`config.mk`:
```
export PLATFORM = sky130hd
export DESIGN_NAME = instr_loader_flat
export DESIGN_NICKNAME = d
export VERILOG_FILES = /design/src/rtl/instr_loader_if.sv /design/src/rtl/instr_loader.sv /design/src/flat_wrapper.sv
export SDC_FILE = /design/constraint.sdc
export NUM_CORES = 1
export LEC_CHECK = 0
export ABC_CLOCK_PERIOD_IN_PS = 4050
export CAP_MARGIN = 20
export CORE_MARGIN = 2
export CORE_UTILIZATION = 47
export DETAILED_ROUTE_END_ITERATION = 8
export HOLD_SLACK_MARGIN = 0.03
export PLACE_DENSITY = 0.76
export SLEW_MARGIN = 20
export SYNTH_ARGS = -nofsm -noshare
export SYNTH_HDL_FRONTEND = slang
export SYNTH_SLANG_ARGS = --single-unit
```
`constraint.sdc`:
```
create_clock -name clk -period 4.05 [get_ports clk]
set_input_delay 1.0125 -clock clk [delete_from_list [all_inputs] [get_ports clk]]
set_output_delay 1.0125 -clock clk [all_outputs]
set_load 0.02 [all_outputs]
```
`src/rtl/instr_loader_if.sv`:
```
// Load-stream handshake and instruction-memory write bus for instr_loader.
// master: stream source / memory side; slave: the loader itself.
interface instr_loader_if;
    logic [7:0]  s_data;
    logic        s_valid;
    logic        s_ready;
    logic        imem_we;
    logic [31:0] imem_addr;
    logic [31:0] imem_wd;

    modport master (
        output s_data, s_valid,
        input  s_ready, imem_we, imem_addr, imem_wd
    );

    modport slave (
        input  s_data, s_valid,
        output s_ready, imem_we, imem_addr, imem_wd
    );
endinterface

```
`src/rtl/instr_loader.sv`:
```
// Byte-stream instruction loader: 16-bit word-count header, little-endian payload words,
// optional trailing checksum byte when LOADER_CHECKSUM_EN is defined.
module instr_loader #(
    parameter int unsigned DEPTH = 1024
) (
    input  logic                 clk,
    input  logic                 rst,
    instr_loader_if.slave        bus,
    input  logic                 load_req,
    output logic                 core_rst,
    output logic                 done,
    output logic                 error,
    output logic [15:0]          words_loaded
);

`ifdef LOADER_CHECKSUM_EN
    typedef enum logic [2:0] {StHdr0, StHdr1, StLoad, StCsum, StDone, StErr} state_e;
`else
    typedef enum logic [2:0] {StHdr0, StHdr1, StLoad, StDone, StErr} state_e;
`endif

    state_e      state_q, state_d;
    logic [1:0]  cnt_q, cnt_d;
    logic [15:0] n_q, n_d;
    logic [15:0] words_q, words_d;
    logic [23:0] buf_q, buf_d;
    logic        we_q, we_d;
    logic [31:0] addr_q, addr_d;
    logic [31:0] wd_q, wd_d;
`ifdef LOADER_CHECKSUM_EN
    logic [7:0]  csum_q, csum_d;
`endif

    always_comb begin
        state_d = state_q;
        cnt_d   = cnt_q;
        n_d     = n_q;
        words_d = words_q;
        buf_d   = buf_q;
        we_d    = 1'b0;
        addr_d  = addr_q;
        wd_d    = wd_q;
`ifdef LOADER_CHECKSUM_EN
        csum_d  = csum_q;
`endif
        unique case (state_q)
            StHdr0: begin
                if (bus.s_valid) begin
                    n_d[7:0] = bus.s_data;
                    state_d  = StHdr1;
                end
            end
            StHdr1: begin
                if (bus.s_valid) begin
                    n_d[15:8] = bus.s_data;
                    if (n_d == 16'd0) begin
                        state_d = StDone;
                    end else if (32'(n_d) > DEPTH) begin
                        state_d = StErr;
                    end else begin
                        state_d = StLoad;
                    end
                end
            end
            StLoad: begin
                // Final word's write pulse is in flight; leave LOAD only once it has retired.
                if (words_q == n_q) begin
`ifdef LOADER_CHECKSUM_EN
                    if (bus.s_valid) begin
                        state_d = (bus.s_data == csum_q) ? StDone : StErr;
                    end else begin
                        state_d = StCsum;
                    end
`else
                    state_d = StDone;
`endif
                end else if (bus.s_valid) begin
`ifdef LOADER_CHECKSUM_EN
                    csum_d = csum_q + bus.s_data;
`endif
                    cnt_d = cnt_q + 2'd1;
                    unique case (cnt_q)
                        2'd0: buf_d[7:0]   = bus.s_data;
                        2'd1: buf_d[15:8]  = bus.s_data;
                        2'd2: buf_d[23:16] = bus.s_data;
                        2'd3: begin
                            we_d    = 1'b1;
                            wd_d    = {bus.s_data, buf_q};
                            addr_d  = {14'd0, words_q, 2'b00};
                            words_d = words_q + 16'd1;
                        end
                    endcase
                end
            end
`ifdef LOADER_CHECKSUM_EN
            StCsum: begin
                if (bus.s_valid) begin
                    state_d = (bus.s_data == csum_q) ? StDone : StErr;
                end
            end
`endif
            StDone, StErr: begin
                if (load_req) begin
                    state_d = StHdr0;
                    cnt_d   = 2'd0;
                    n_d     = 16'd0;
                    words_d = 16'd0;
`ifdef LOADER_CHECKSUM_EN
                    csum_d  = 8'd0;
`endif
                end
            end
            default: state_d = StHdr0;
        endcase
    end

    always_ff @(posedge clk or posedge rst) begin
        if (rst) begin
            state_q <= StHdr0;
            cnt_q   <= 2'd0;
            n_q     <= 16'd0;
            words_q <= 16'd0;
            buf_q   <= 24'd0;
            we_q    <= 1'b0;
            addr_q  <= 32'd0;
            wd_q    <= 32'd0;
`ifdef LOADER_CHECKSUM_EN
            csum_q  <= 8'd0;
`endif
        end else begin
            state_q <= state_d;
            cnt_q   <= cnt_d;
            n_q     <= n_d;
            words_q <= words_d;
            buf_q   <= buf_d;
            we_q    <= we_d;
            addr_q  <= addr_d;
            wd_q    <= wd_d;
`ifdef LOADER_CHECKSUM_EN
            csum_q  <= csum_d;
`endif
        end
    end

    always_comb begin
        bus.s_ready   = (state_q != StDone) && (state_q != StErr);
        bus.imem_we   = we_q;
        bus.imem_addr = addr_q;
        bus.imem_wd   = wd_q;
        core_rst      = (state_q != StDone);
        done          = (state_q == StDone);
        error         = (state_q == StErr);
        words_loaded  = words_q;
    end

endmodule

```
`src/flat_wrapper.sv`:
```
// flat-port wrapper written by rule: the top's interface ports become plain ports
module instr_loader_flat 
#(
    parameter int unsigned DEPTH = 1024
)
  (clk, rst, load_req, core_rst, done, error, words_loaded, bus_s_data, bus_s_valid, bus_s_ready, bus_imem_we, bus_imem_addr, bus_imem_wd);
  instr_loader_if bus_i ();
  input  logic clk;
  input  logic rst;
  input  logic load_req;
  output logic core_rst;
  output logic done;
  output logic error;
  output logic [15:0] words_loaded;
  input wire logic [$bits(bus_i.s_data)-1:0] bus_s_data;
  input wire logic [$bits(bus_i.s_valid)-1:0] bus_s_valid;
  output wire logic [$bits(bus_i.s_ready)-1:0] bus_s_ready;
  output wire logic [$bits(bus_i.imem_we)-1:0] bus_imem_we;
  output wire logic [$bits(bus_i.imem_addr)-1:0] bus_imem_addr;
  output wire logic [$bits(bus_i.imem_wd)-1:0] bus_imem_wd;
  assign bus_i.s_data = bus_s_data;
  assign bus_i.s_valid = bus_s_valid;
  assign bus_s_ready = bus_i.s_ready;
  assign bus_imem_we = bus_i.imem_we;
  assign bus_imem_addr = bus_i.imem_addr;
  assign bus_imem_wd = bus_i.imem_wd;
  instr_loader #(.DEPTH(DEPTH)) u_core (.clk(clk), .rst(rst), .bus(bus_i), .load_req(load_req), .core_rst(core_rst), .done(done), .error(error), .words_loaded(words_loaded));
endmodule
```
* Word-level counts from Yosys, hierarchy flattened *
Cells that the tools add are included.
W data, S select, Z words.

operators by class
  add/sub/neg operators = 2
  multiply operators = 0
  div/mod/pow operators = 0
  order comparisons = 1
  equal/unequal tests = 17
  shift-type cells = 0
  muxes and demuxes = 23
  bitwise gates (word level) = 1
  reductions and logical operators = 17

operators by type and width
  cell                     count
  $mux W16                 4
  $pmux W16 S2             1
  $pmux W8 S2              2
  $reduce_and A4 Y1        6
  $mux W3                  6
  $add A16 B1 Y16 const B  1
  $eq A16 B16 Y1           1
  $gt A16 B11 Y1 const B   1
  $logic_not A16 Y1        1
  $ne A2 B2 Y1 const B     6
  $pmux W3 S4              1
  $mux W8                  1
  $eq A3 B2 Y1 const B     2
  $mux W2                  3
  $reduce_and A3 Y1        2
  $reduce_bool A2 Y1       3
  $reduce_and A5 Y1        1
  $eq A2 B2 Y1 const B     2
  $mux W1                  4
  $pmux W2 S2              1
  $eq A3 B1 Y1 const B     1
  $eq A3 B3 Y1 const B     1
  $logic_not A3 Y1         1
  $ne A3 B2 Y1 const B     1
  8 further kinds          8

word-level totals
  flip-flop bits (word level) = 110
  bits in latches = 0
  RAM bits = 0
  bits in read-only memories = 0
  input bits = 12
  output and inout bits = 85
  word-level logic and storage cells = 72
  memories = 0

* Longest topological paths before layout *
  depth in word-level cells = 5
  gate-level depth with buffers = 8
  gate-level depth less buffers = 6

* Worst setup path after synthesis *
OpenSTA, ideal clock, no wires.

  kind = reg-to-output
  start = reg u_core.state_q[1]
  end = out bus_s_ready
  arrival = 1.755 ns
  required time = 3.038 ns
  path slack = 1.282 ns
  stages on the path, launching flop included = 5
  path buffers = 2
  path through = dfrtp_1 > clkbuf_1 > nor3b_1 > nor2_1 > clkbuf_1

between the ends
  cells in the longest elaborated chain, start to end = 2
  elaborated cells on any way between the ends = 3
  those cells by class = eq/ne: 2; reduce/logical: 1

ends and longest elaborated chain
  item                                          line                 source
  from (decl)                                   instr_loader.sv:22   state_e state_q, state_d;
  from (signal assigned)                        instr_loader.sv:119  state_q <= StHdr0;
  from (signal assigned)                        instr_loader.sv:131  state_q <= state_d;
  $ne A3 B2 Y1 or $ne A3 B3 Y1 (tied branches)  instr_loader.sv:146  bus.s_ready = (state_q != StDone) && (state_q != StErr);
  $logic_and A1 B1 Y1 (*)                       instr_loader.sv:146
  to (decl)                                     flat_wrapper.sv:17   output wire logic [$bits(bus_i.s_ready)-1:0] bus_s_ready;

Mark *: on every way between the ends. The rest lies on a longest branch, timed or not.

* Worst setup path after layout *
  start = reg u_core.state_q[0]
  end = out bus_s_ready

The elaborated chain is that of the path after synthesis.

==> summary.md <==
| Metric | Value |
|---|---|
| Outcome | `completed` |
| Max Slew Vio Count | `0` |
| CP cell instances | `nor3b_1 -> nor2_1 -> buf_4 -> clkdlybuf4s50_1` |
| Critical Path Max Stage Delay | `0.55 ns` |
| CP max stage cell | `clkdlybuf4s50_1` |
| Number of H-tree levels | `3` |
| Most common cell after layout, fill and taps aside | `dfrtp_1` |
| Most frequent cells in the layout | `110 x dfrtp_1, 80 x clkdlybuf4s50_1, 40 x nand2_1` |
| Worst Path Buf+Inv | `2` |
| Total power | `2.69 mW` |
| Synth Warn # | `0` |
| Die ar. | `11700 um^2` |
| Vias | `3465` |
| Post-DR vias/cell | `5.44` |
| Grt ovf | `0` |
| Post-CTS Setup Bufs | `0` |
| Final setup fails | `0` |
| Critical path launch point type | `flip-flop` |
| GRT Resource Usage Total | `19.4%` |
| Clock sinks | `110` |
| Multi-input gate area | `2090 um^2` |
| Crit Path Class | `reg2out` |
| Setup TNS | `0 ns` |
| CP required | `3.04 ns` |
| Number of detailed-route iterations in the first pass | `4` |
| FF/Latch Area | `2750 um^2` |
| Post-Route WL | `10800 um` |
| RSZ-0062 raised after global routing | `false` |
| TritonCTS Buffers | `9` |
| Peak supply drop | `0.000238 V` |
| Clock skew | `0.0110 ns` |
| Core area | `10700 um^2` |
| DP HPWL | `7570 um` |
| Post-synth EDFFs | `0` |
| Synth cell types | `48` |
| Initial antenna violation count | `0` |
| Max frequency | `0.299 GHz` |
| Async SR Flop Fraction | `100%` |
| Fill count | `909` |
| Chip width | `108 um` |
| Final nets | `509` |
| Switch Pwr | `936 uW` |
| Max Cap Viol | `0` |
| Post_cts resized | `0` |
| First-pass GRT wire length | `17900 um` |
| FP Rows | `38` |
| # diodes | `0` |
| Worst Hold Class | `reg2reg` |
| Slew headroom | `47.0%` |
| DRC viols | `0` |
| Later-pin clock latency in the skew report | `0.37 ns` |
| CTS Hold Bufs | `0` |
| Vias in the first global route | `3546` |
| Final period util | `82.5%` |
| Minimum clock period | `3.34 ns` |
| Share of layout cells above drive strength 1 | `13.7%` |
| Pwr Density | `441 nW/um^2` |
| Int Pwr | `1.75 mW` |
| Worst slew pin tran | `0.789 ns` |
| Final Hold Vio Count | `0` |
| CTS max path bufs | `2` |
| Post-synth top flop | `dfrtp_1` |
| Leakage Power | `2.88 nW` |
| Mean post-synth cell area | `12.2 um^2` |
| Power share of the clock group | `23.0%` |
| Sequential share of the synthesized area | `53.9%` |
| Boundary pin count | `97` |
| PortBufs | `80` |
| Initial Utilization | `47.7%` |
| Worst path top cell family by delay | `buffers and inverters` |
| #FFs+latches synth | `110` |
| Post-synthesis cell area | `5110 um^2` |
| Mapped Cells | `419` |
| Average wire per standard cell | `16.9 um` |
| Syn-to-layout area delta | `19.4%` |
| Sw Share | `34.8%` |
| Height of the die | `108 um` |
| Reg clk slew, reported paths | `0.11 ns` |
| Gp weighted congestion | `0.888` |
| Logic pwr share | `23.9%` |
| Pin count of the biggest net entering global routing | `66` |
| Clock Tree Root | `clkbuf_8` |
| Routed Antenna Nets | `0` |
| Reg power frac | `53.1%` |
| Crit path DAT | `2.33 ns` |
| Drt first-iter violations | `226` |
| CP Capture Type | `output port` |
| Crit-path max FO | `13` |
| CTS tree | `built` |
worst reg2reg max path, stage by stage (launching register included):
cell and delay [ns]:
dfrtp_1 0.54, nand2_1 0.15, nor3_4 0.27, and2_1 0.54, nand2_8 0.31, inv_4 0.26
mux2_4 0.32
Yosys cell counts, drive strengths merged (2+ instances only):
| master | number | area share, % |
|---|---|---|
| mux2 | 67 | 15 |
| nor3 | 8 | 1.0 |
| nand3 | 12 | 1.5 |
| nand2 | 41 | 3.3 |
| nand2b | 2 | 0.24 |
| inv | 14 | 1.1 |
| o211ai | 6 | 0.88 |
| a21oi | 4 | 0.39 |
| a311oi | 2 | 0.34 |
| mux2i | 6 | 1.2 |
| xor2 | 18 | 3.1 |
| nor2 | 9 | 0.66 |
| dfrtp | 110 | 54 |
| nor4 | 10 | 1.7 |
| nand3b | 2 | 0.29 |
| buf | 29 | 4.6 |
| ha | 5 | 1.2 |
| o21ai | 28 | 2.8 |
| a31oi | 10 | 1.2 |
| clkbuf | 7 | 0.51 |
| a2bb2oi | 2 | 0.34 |
| or4 | 2 | 0.29 |
| nand4 | 4 | 0.78 |
| a22o | 8 | 1.4 |
| and4 | 2 | 0.34 |
final timing paths:
| check | cells after the start | from | to | slack, ns |
|---|---|---|---|---|
| worst max-delay path | 4 | u_core.state_q[0]$_DFFE_PP0P_ | bus_s_ready | 0.71 |
| worst min-delay path | 1 | u_core.buf_q[7]$_DFFE_PP0P_ | u_core.bus.imem_wd[7]$_DFFE_PP0P_ | 0.50 |
| worst max register to register | 6 | u_core.state_q[1]$_DFFE_PP0P_ | u_core.bus.imem_addr[4]$_DFFE_PP0P_ | 1.55 |
| worst min register to register | 1 | u_core.buf_q[7]$_DFFE_PP0P_ | u_core.bus.imem_wd[7]$_DFFE_PP0P_ | 0.50 |
| max in group asynchronous | 3 | rst | u_core.words_loaded[6]$_DFFE_PP0P_ | 2.27 |
| min in group asynchronous | 2 | rst | u_core.bus.imem_wd[21]$_DFFE_PP0P_ | 1.05 |
power groups by stage:
| stage | registers [mW] | clock network [mW] | logic (mW) |
|---|---|---|---|
| floorplan | 1.39 | 0 | 0.490 |
| global placement | 1.44 | 0 | 0.626 |
| detailed placement | 1.45 | 0 | 0.647 |
| CTS | 1.42 | 0.631 | 0.650 |
| global route | 1.45 | 0.680 | 0.710 |
| finish | 1.43 | 0.618 | 0.644 |
final cells by class:
cell class,instances,share of cell area [%]
repair buffers,83,13.7
inverters,14,0.944
multi-input cells,274,34.4
flip-flops and latches,110,45.2
clock buffers,9,2.03
clock inverters,7,0.924
well taps,140,2.87
per-stage QoR:
stage,worst slack [ns],instance area [um^2],std cells,utilization (%),hold WS (ns)
final,0.707,6100,637,57.0,0.501
after global routing,0.601,6100,637,57.0,0.527
after CTS,0.704,6100,637,57.0,0.504
after detailed placement,0.554,5920,621,55.3,0.473
after global placement,0.601,5920,621,55.3,0.460
after floorplan,0.135,5160,434,-,0.452
logic make-up after synthesis:
kind of cell | synth area share [%]
adder cells (fa/ha/maj) | 1.22
AND/OR/NAND/NOR | 10.8
AO/OA/AOI/OAI | 8.23
multiplexers | 16.5
other | 0.0734
XOR/XNOR | 3.09
buffers and inverters | 6.20
flip-flops | 53.9
flip-flops by register name, summed over array words and instances, names as in the netlist:
| name | cells |
|---|---|
| u_core.bus.imem_wd | 32 |
| u_core.buf_q | 24 |
| u_core.bus.imem_addr | 16 |
| u_core.n_q | 16 |
| u_core.words_loaded | 16 |
| u_core.state_q | 3 |
| u_core.cnt_q | 2 |
| u_core.bus.imem_we | 1 |
per-layer routing:
layer	vias up	global-route usage (%)	part of all wire [%]
met5	-	0	0
met1	1730	26.3	44
met2	121	32.2	48
met3	9	4.52	6.7
li1	1605	-	-
met4	0	4.21	0.84
(Power assumes the default switching activity.)
